**config.mk**
```make
export PLATFORM = sky130hd
export DESIGN_NAME = fifo_wr_arbiter
export DESIGN_NICKNAME = d
export VERILOG_FILES = /design/src/rtl/fifo_wr_arbiter.sv
export SDC_FILE = /design/constraint.sdc
export NUM_CORES = 1
export LEC_CHECK = 0
export BUFFER_PORTS_ARGS = -buffer_cell sky130_fd_sc_hd__buf_2
export CORE_MARGIN = 4
export CORE_UTILIZATION = 38
export DETAILED_ROUTE_END_ITERATION = 7
export GPL_ROUTABILITY_DRIVEN = 1
export MAX_ROUTING_LAYER = met4
export PLACE_DENSITY = 0.88
export RECOVER_POWER = 25
export SYNTH_ARGS = -nofsm -noshare
export SYNTH_HDL_FRONTEND = slang
export SYNTH_SLANG_ARGS = --single-unit
```
**constraint.sdc**
```tcl
create_clock -name clk -period 2.9 [get_ports clk]
set_input_delay 0.725 -clock clk [delete_from_list [all_inputs] [get_ports clk]]
set_output_delay 0.725 -clock clk [all_outputs]
set_load 0.01 [all_outputs]
```
**src/rtl/fifo_wr_arbiter.sv**
```systemverilog
// fifo_wr_arbiter
//   Round-robin arbiter that shares one non-lookahead FIFO write port among
//   NUM_REQ producers using valid/ready handshakes. A winner holds the port
//   for a burst of up to MAX_BURST words. The arbiter then returns to IDLE
//   for one arbitration cycle and resumes the search after the last winner.
//
// Ports
//   clk        rising-edge clock
//   rst        synchronous, active-high reset
//   req_valid  per-producer word valid
//   req_data   producer i data at [i*DATA_WIDTH +: DATA_WIDTH]
//   req_ready  per-producer accept, one-hot or zero
//   fifo_full  FIFO full flag
//   fifo_wr    FIFO write strobe
//   fifo_din   FIFO write data, zero when not writing
//   fifo_src   ID of the producer owning the port (the writer when fifo_wr=1)
//   busy       high while a burst grant is active
module fifo_wr_arbiter #(
  parameter int NUM_REQ    = 4,
  parameter int DATA_WIDTH = 32,
  parameter int MAX_BURST  = 4,
  parameter int ID_W       = (NUM_REQ > 1) ? $clog2(NUM_REQ) : 1
) (
  input  logic                          clk,
  input  logic                          rst,
  input  logic [NUM_REQ-1:0]            req_valid,
  input  logic [NUM_REQ*DATA_WIDTH-1:0] req_data,
  output logic [NUM_REQ-1:0]            req_ready,
  input  logic                          fifo_full,
  output logic                          fifo_wr,
  output logic [DATA_WIDTH-1:0]         fifo_din,
  output logic [ID_W-1:0]               fifo_src,
  output logic                          busy
);

  localparam int CNT_W = $clog2(MAX_BURST + 1);
  localparam logic [ID_W-1:0]  LAST_ID     = ID_W'(NUM_REQ - 1);
  localparam logic [CNT_W-1:0] LAST_CNT    = CNT_W'(MAX_BURST - 1);
  localparam logic [ID_W:0]    NUM_REQ_EXT = (ID_W + 1)'(NUM_REQ);

  typedef enum logic {
    IDLE,
    BURST
  } state_t;

  state_t           st, st_nxt;
  logic [ID_W-1:0]  grant, grant_nxt;
  logic [ID_W-1:0]  rr_ptr, rr_nxt;
  logic [CNT_W-1:0] burst_cnt, cnt_nxt;

  logic [DATA_WIDTH-1:0] data_arr [NUM_REQ];
  logic                  g_valid;
  logic [DATA_WIDTH-1:0] g_data;

  logic            pick_found;
  logic [ID_W-1:0] pick;
  logic [ID_W:0]   cand;

  // Split the flat data bus into one word per producer.
  for (genvar i = 0; i < NUM_REQ; i++) begin : g_unpack
    assign data_arr[i] = req_data[i*DATA_WIDTH +: DATA_WIDTH];
  end

  assign g_valid = req_valid[grant];
  assign g_data  = data_arr[grant];

  // Round-robin search: walk rr_ptr, rr_ptr+1, ... and wrap at NUM_REQ.
  // The wrap is explicit so a non-power-of-two NUM_REQ never visits an
  // unused ID.
  always_comb begin
    pick_found = 1'b0;
    pick       = '0;
    cand       = '0;
    for (int k = 0; k < NUM_REQ; k++) begin
      cand = {1'b0, rr_ptr} + (ID_W + 1)'(k);
      if (cand >= NUM_REQ_EXT) begin
        cand = cand - NUM_REQ_EXT;
      end
      if (!pick_found && req_valid[cand[ID_W-1:0]]) begin
        pick_found = 1'b1;
        pick       = cand[ID_W-1:0];
      end
    end
  end

  // State register. Reset abandons any in-flight grant and restarts the
  // search from producer 0.
  always_ff @(posedge clk) begin
    if (rst) begin
      st        <= IDLE;
      grant     <= '0;
      rr_ptr    <= '0;
      burst_cnt <= '0;
    end else begin
      st        <= st_nxt;
      grant     <= grant_nxt;
      rr_ptr    <= rr_nxt;
      burst_cnt <= cnt_nxt;
    end
  end

  // Next state and outputs. Outputs are gated by rst so that nothing is
  // written in the reset cycle, even if the registers still hold BURST.
  // The FIFO write path is combinational from the winner's valid/full.
  always_comb begin
    st_nxt    = st;
    grant_nxt = grant;
    rr_nxt    = rr_ptr;
    cnt_nxt   = burst_cnt;
    req_ready = '0;
    fifo_wr   = 1'b0;
    fifo_din  = '0;
    fifo_src  = '0;
    busy      = 1'b0;

    if (!rst) begin
      case (st)
        IDLE: begin
          if (pick_found) begin
            st_nxt    = BURST;
            grant_nxt = pick;
            cnt_nxt   = '0;
          end
        end

        BURST: begin
          busy             = 1'b1;
          fifo_src         = grant;
          req_ready[grant] = !fifo_full;
          fifo_wr          = g_valid && !fifo_full;
          if (fifo_wr) begin
            fifo_din = g_data;
          end
          // A drained producer or a final burst word releases the port.
          // A full stall with valid held keeps the grant and freezes the count.
          if (!g_valid || (fifo_wr && (burst_cnt == LAST_CNT))) begin
            st_nxt  = IDLE;
            rr_nxt  = (grant == LAST_ID) ? '0 : grant + 1'b1;
            cnt_nxt = '0;
          end else if (fifo_wr) begin
            cnt_nxt = burst_cnt + 1'b1;
          end
        end

        default: begin
          st_nxt = IDLE;
        end
      endcase
    end
  end

endmodule
```
==> results of run 1 <==
## per-layer routing
layer / vias up / GRT usage, %
met3: 12 / 3.74
met2: 94 / 46.3
met5: - / -
met1: 963 / 25.4
met4: 0 / 5.12
li1: 932 / -
## registers in the layout, summed over array words and instances (netlist names)
register   count
burst_cnt      3
grant          2
rr_ptr         2
st             1
## worst min-delay path: stages (launching register included)
cell and delay, ns:
dfxtp_1 0.30, nand2b_1 0.06, mux2i_1 0.06
## power groups by stage
stage | clock [µW] | sequential [µW] | combinational, µW
floorplan | 0 | 123 | 189
global placement | 0 | 127 | 308
detailed placement | 0 | 128 | 322
CTS | 143 | 126 | 323
global route | 148 | 127 | 344
finish | 136 | 126 | 315
## worst paths after layout
kind	from	to	cells after the start	slack, ns
max reg2reg	grant[0]	burst_cnt[1]	4	0.72
max	req_valid[3]	fifo_din[16]	4	0.13
min reg2reg	burst_cnt[2]	burst_cnt[2]	2	0.47
min	burst_cnt[2]	burst_cnt[2]	2	0.47
## cells by family after synthesis
group / after synthesis / share of synthesized area (%)
buffers and inverters: 23 / 6.18
and+or+nand+nor: 64 / 24.1
adders and majority gates: 6 / 4.75
AOI/OAI and AO/OA: 12 / 4.99
DFF: 8 / 10.1
muxes: 37 / 49.8
## cells in the final DEF (no fill, tap or decap), drive strengths merged
cell type / netlist / routed
and2: 5 / 5
nand3: 1 / 1
nor2: 5 / 5
dfxtp: 8 / 8
o22ai: 1 / 1
and3: 33 / 33
buf: 6 / 174
o21ai: 1 / 1
clkbuf: 9 / 9
nor3: 3 / 3
a2111o: 1 / 1
mux4: 33 / 33
or2: 1 / 1
a21oi: 9 / 9
nor3b: 1 / 1
nor4: 1 / 1
or4: 1 / 1
nand2b: 6 / 6
nand2: 5 / 5
ha: 6 / 6
nand3b: 2 / 2
inv: 8 / 8
mux2i: 4 / 4
## layout make-up
class	instances	area, µm²
Clock buffer	3	41.3
Fill cell	326	1480
Timing Repair Buffer	180	917
Multi-Input combinational cell	119	1310
Sequential cell	8	161
Inverter	8	30.0
Tap cell	50	62.6
## metrics by stage
stage / total power [µW] / cells / util [%] / cell area, µm²
after CTS: 593 / 368 / 63.7 / 2550
after floorplan: 313 / 150 / - / 1580
after global placement: 435 / 365 / 62.7 / 2510
after detailed placement: 450 / 365 / 62.7 / 2510
final: 577 / 368 / 63.1 / 2520
after global routing: 619 / 368 / 63.1 / 2520
==> metrics, run 1 <==
status=finished clean; Leak=0.00140 µW; DR iter-0 viols=72; clock share of power=23.6%; Worst Skew=0.000193 ns; gr usage total=23.9%; Worst VDD drop=0.205 mV; DR WL met2=3680 µm; via count=2001; M1 wire length=2250 µm; Final Hold Fails=0; largest net degree at the start of global routing=37; Period minus WS final=2.77 ns; switching power=183 µW; final net count=461; worst-case clock buffer depth=2; Worst EP arrival=2.05 ns; synth cell count leaders=32 x and3_1, 32 x mux4_2, 9 x clkbuf_1; CTS Hold Bufs=0; clock sink total=8; critical path's top delay family=multiplexers; Die Ht=72.5 µm; Met3 Wirelength=524 µm; cell count after synthesis=150; die area=0.00525 mm²; CP Launch Type=input pin; hold slack=0.475 ns; syn nets=291; first-pass GRT wire length=9430 µm; min-delay worst type=reg2reg; post-route DRC violation count=0; Worst-Margin Slew=0.799 ns; H-Tree Depth=1; initial antenna violation count=0; top post-synthesis cells by area=mux4_2 46%, and3_1 13%, dfxtp_1 10%, ha_1 4.8%, a21oi_1 2.5%; FMAX=361 MHz; dpl ws=0.162 ns; Setup Crit Path Kind=in2out; top cell type's share of synthesized area=45.6%; final worst slack=0.127 ns; sequential power share=21.8%; top_reg_cell synth=dfxtp_1; Starting Density=39.5%; GRT overflow=0; cell at the slowest stage of the critical path=mux4_2; post-DP HPWL=5590 µm; RSZ-0062 raised after global routing=no; Switching Fraction=31.7%; antenna fix cells=0; CTS Buf Count=3; Yosys warnings=0; fin crit share=95.6%; vias per inst=5.44; Synth async-reset ratio=0%; part of the power in combinational logic=54.6%; Avg WL per Cell=17.8 µm; # setup viols final=0; Die X=72.5 µm; worst relative slew slack=46.7%; # IOs=175; Setup crit end kind=output port; ANT nets after route=0; clock root cell=clkbuf_8; Area Growth Syn to Fin=59.7%; Worst Path Max Fanout=36; Post-Route Setup TNS=0 ns; Cell Area, Synth=0.00158 mm²; Max Cap Viol=0; WP buf/inv=2; Setup Buffers After CTS=0; distinct cell type count after synthesis=28; post_cts resized=0; CTS tree=built; worst skew pair latency=0.23 ns; first drt pass iteration count=4; vias in the first global route=1928; I/O Buffers=174; share of layout cells above drive strength 1=67.0%; WP data required=2.17 ns; area leader, netlist=mux4_2; crit path cell chain=clkbuf_1, mux4_2, and3_1, buf_2; Placer Congestion=0.964; Pint=394 µW; syn_area_per_cell=10.5 µm²; row count=23; clk slew on worst S/H paths=0.04 ns; Routed WL=6560 µm; Post-synth EDFFs=0; Core Area=0.00400 mm²; Slew Limit Fails=0; critical path's largest stage delay=0.77 ns; PwrDens=229 mW/mm²; register area share after synthesis=10.1%; DR top layer=met4; #FFs+latches synth=8
Note: power is estimated with default switching activity, not from simulation.
==> inputs of run 2 (changes only) <==
--- a/config.mk
+++ b/config.mk
@@ -6,13 +6,16 @@
 export NUM_CORES = 1
 export LEC_CHECK = 0
 export BUFFER_PORTS_ARGS = -buffer_cell sky130_fd_sc_hd__buf_2
+export CELL_PAD_IN_SITES_DETAIL_PLACEMENT = 0
+export CELL_PAD_IN_SITES_GLOBAL_PLACEMENT = 1
 export CORE_MARGIN = 4
-export CORE_UTILIZATION = 38
+export CORE_UTILIZATION = 25
 export DETAILED_ROUTE_END_ITERATION = 7
 export GPL_ROUTABILITY_DRIVEN = 1
 export MAX_ROUTING_LAYER = met4
-export PLACE_DENSITY = 0.88
+export PLACE_DENSITY_LB_ADDON = 0.1
 export RECOVER_POWER = 25
+export SKIP_CTS_REPAIR_TIMING = 1
 export SYNTH_ARGS = -nofsm -noshare
 export SYNTH_HDL_FRONTEND = slang
 export SYNTH_SLANG_ARGS = --single-unit
==> run 2 against run 1 <==
Combinational power barely moved. Via count fell by 4.8%. Non-clock buffer count fell by 1. Sequential share of layout area fell by 0.11 points. Sequential cell count did not move. First-iteration DRC count fell by 54%. Clock skew rose by 0.00051 ns. Global-route usage fell by 6.7 points.
==> metrics, run 2 (synthesis results as in run 1) <==
status=finished clean; Post-Route Setup TNS=0 ns; share of layout cells above drive strength 1=67.8%; FF/Latch Area=161 µm²; R2R Path End=burst_cnt[0]; crit path to=fifo_din[16]; most frequent cells in the layout=172 x buf_2, 33 x and3_1, 32 x mux4_2; Period minus WS final=2.76 ns; final worst slack=0.139 ns; Core Area=0.00603 mm²; Area Growth Syn to Fin=62.4%; GRT overflow=0; first drt pass iteration count=4; via count=1905; vias in the first global route=1892; FF-to-FF setup slack=0.72 ns; clock root cell=clkbuf_8; CTS tree=built; R2R cell count=4; post-route DRC violation count=0; Worst VDD drop=0.192 mV; Slew Limit Fails=0; CTS Buf Count=3; Die X=87.5 µm; ANT nets after route=0; die area=0.00765 mm²; # setup viols final=0; post-DP HPWL=5740 µm; worst skew pair latency=0.22 ns; CP Launch Type=input pin; vias per inst=4.86; CP startpoint=req_valid[0]; Setup crit end kind=output port; Worst EP arrival=2.04 ns; clk slew on worst S/H paths=0.04 ns; sequential power share=22.1%; switching power=177 µW; Placer Congestion=0.769; antenna fix cells=0; Pint=395 µW; largest net degree at the start of global routing=37; initial antenna violation count=0; Die Ht=87.5 µm; WP data required=2.17 ns; placed cell area=0.00254 mm²; row count=28; dpl ws=0.129 ns; Final Cell Area=0.00256 mm²; part of the power in combinational logic=55.2%; commonest non-fill, non-tap cell in the layout=buf_2; Worst Path Max Fanout=36; clock sink total=8; Avg WL per Cell=17.8 µm; PwrDens=223 mW/mm²; H-Tree Depth=1; max reg flops=3; Max Cap Viol=0; biggest regs=burst_cnt x3, grant x2, rr_ptr x2; RSZ-0062 raised after global routing=no; min-delay worst type=reg2reg; I/O Buffers=174; Multi-input gate area=0.00131 mm²; R2R Path Start=grant[1]; gr usage total=17.2%; Largest Register=burst_cnt; Switching Fraction=30.9%; Setup Crit Path Kind=in2out; Routed WL=6970 µm; final net count=460; fill cell count=635; clock share of power=22.7%; Worst Skew=0.000705 ns; fin crit share=95.2%; Leak=0.00141 µW; Final Hold Fails=0; worst relative slew slack=62.3%; worst-case clock buffer depth=2; DR iter-0 viols=33; first-pass GRT wire length=10100 µm; Starting Density=26.2%; # IOs=175; Worst-Margin Slew=0.565 ns; FMAX=362 MHz
[run 2: changes by cell type in the layout (fill, tap and decap cells not counted)]
cell / previous run / this run
buf_2: 170 / 172
clkbuf_1: 5 / 2
buf_4: 3 / 2
buf_12: 1 / 2
[run 2: worst min path at each step]
stage                 start      endpoint  cells after the start
2_1_floorplan  burst_cnt[2]  burst_cnt[2]                      2
3_3_place_gp   burst_cnt[2]  burst_cnt[2]                      2
3_5_place_dp   burst_cnt[2]  burst_cnt[2]                      2
4_1_cts        burst_cnt[2]  burst_cnt[2]                      2
5_1_grt        burst_cnt[2]  burst_cnt[2]                      2
6_report       burst_cnt[2]  burst_cnt[2]                      2
[run 2: stage by stage]
step	util, %	hold slack, ns	power, µW	instances
floorplan	-	0.449	313	150
detailed placement	42.2	0.465	452	389
finish	42.6	0.472	572	392
global placement	42.2	0.463	447	389
CTS	42.9	0.476	586	392
global route	42.6	0.506	619	392
[run 2: power by group through the flow]
stage	Clock [µW]	Combinational, µW	Sequential [µW]
after global routing	143	348	127
after CTS	135	324	127
after global placement	0	319	128
final	130	315	127
after detailed placement	0	324	129
after floorplan	0	189	123
[run 2: worst max-delay path: stages]
cell and delay (ns):
clkbuf_1 0.13, mux4_2 0.76, and3_1 0.26, buf_2 0.14
[run 2: layout make-up]
| class | instances | share of cell area [%] |
|---|---|---|
| Clock buffer | 3 | 1.61 |
| Inverter | 8 | 1.17 |
| Multi-Input combinational cell | 119 | 51.1 |
| Sequential cell | 8 | 6.29 |
| Tap cell | 75 | 3.66 |
| Timing Repair Buffer | 179 | 36.2 |
[run 2: metal layers]
layer	up-vias	share of wire (%)	GRT usage, %
met5	-	0	-
met4	0	0.92	2.51
met2	83	53	31.4
met3	6	7.9	2.93
met1	883	38	20.2
li1	933	-	-
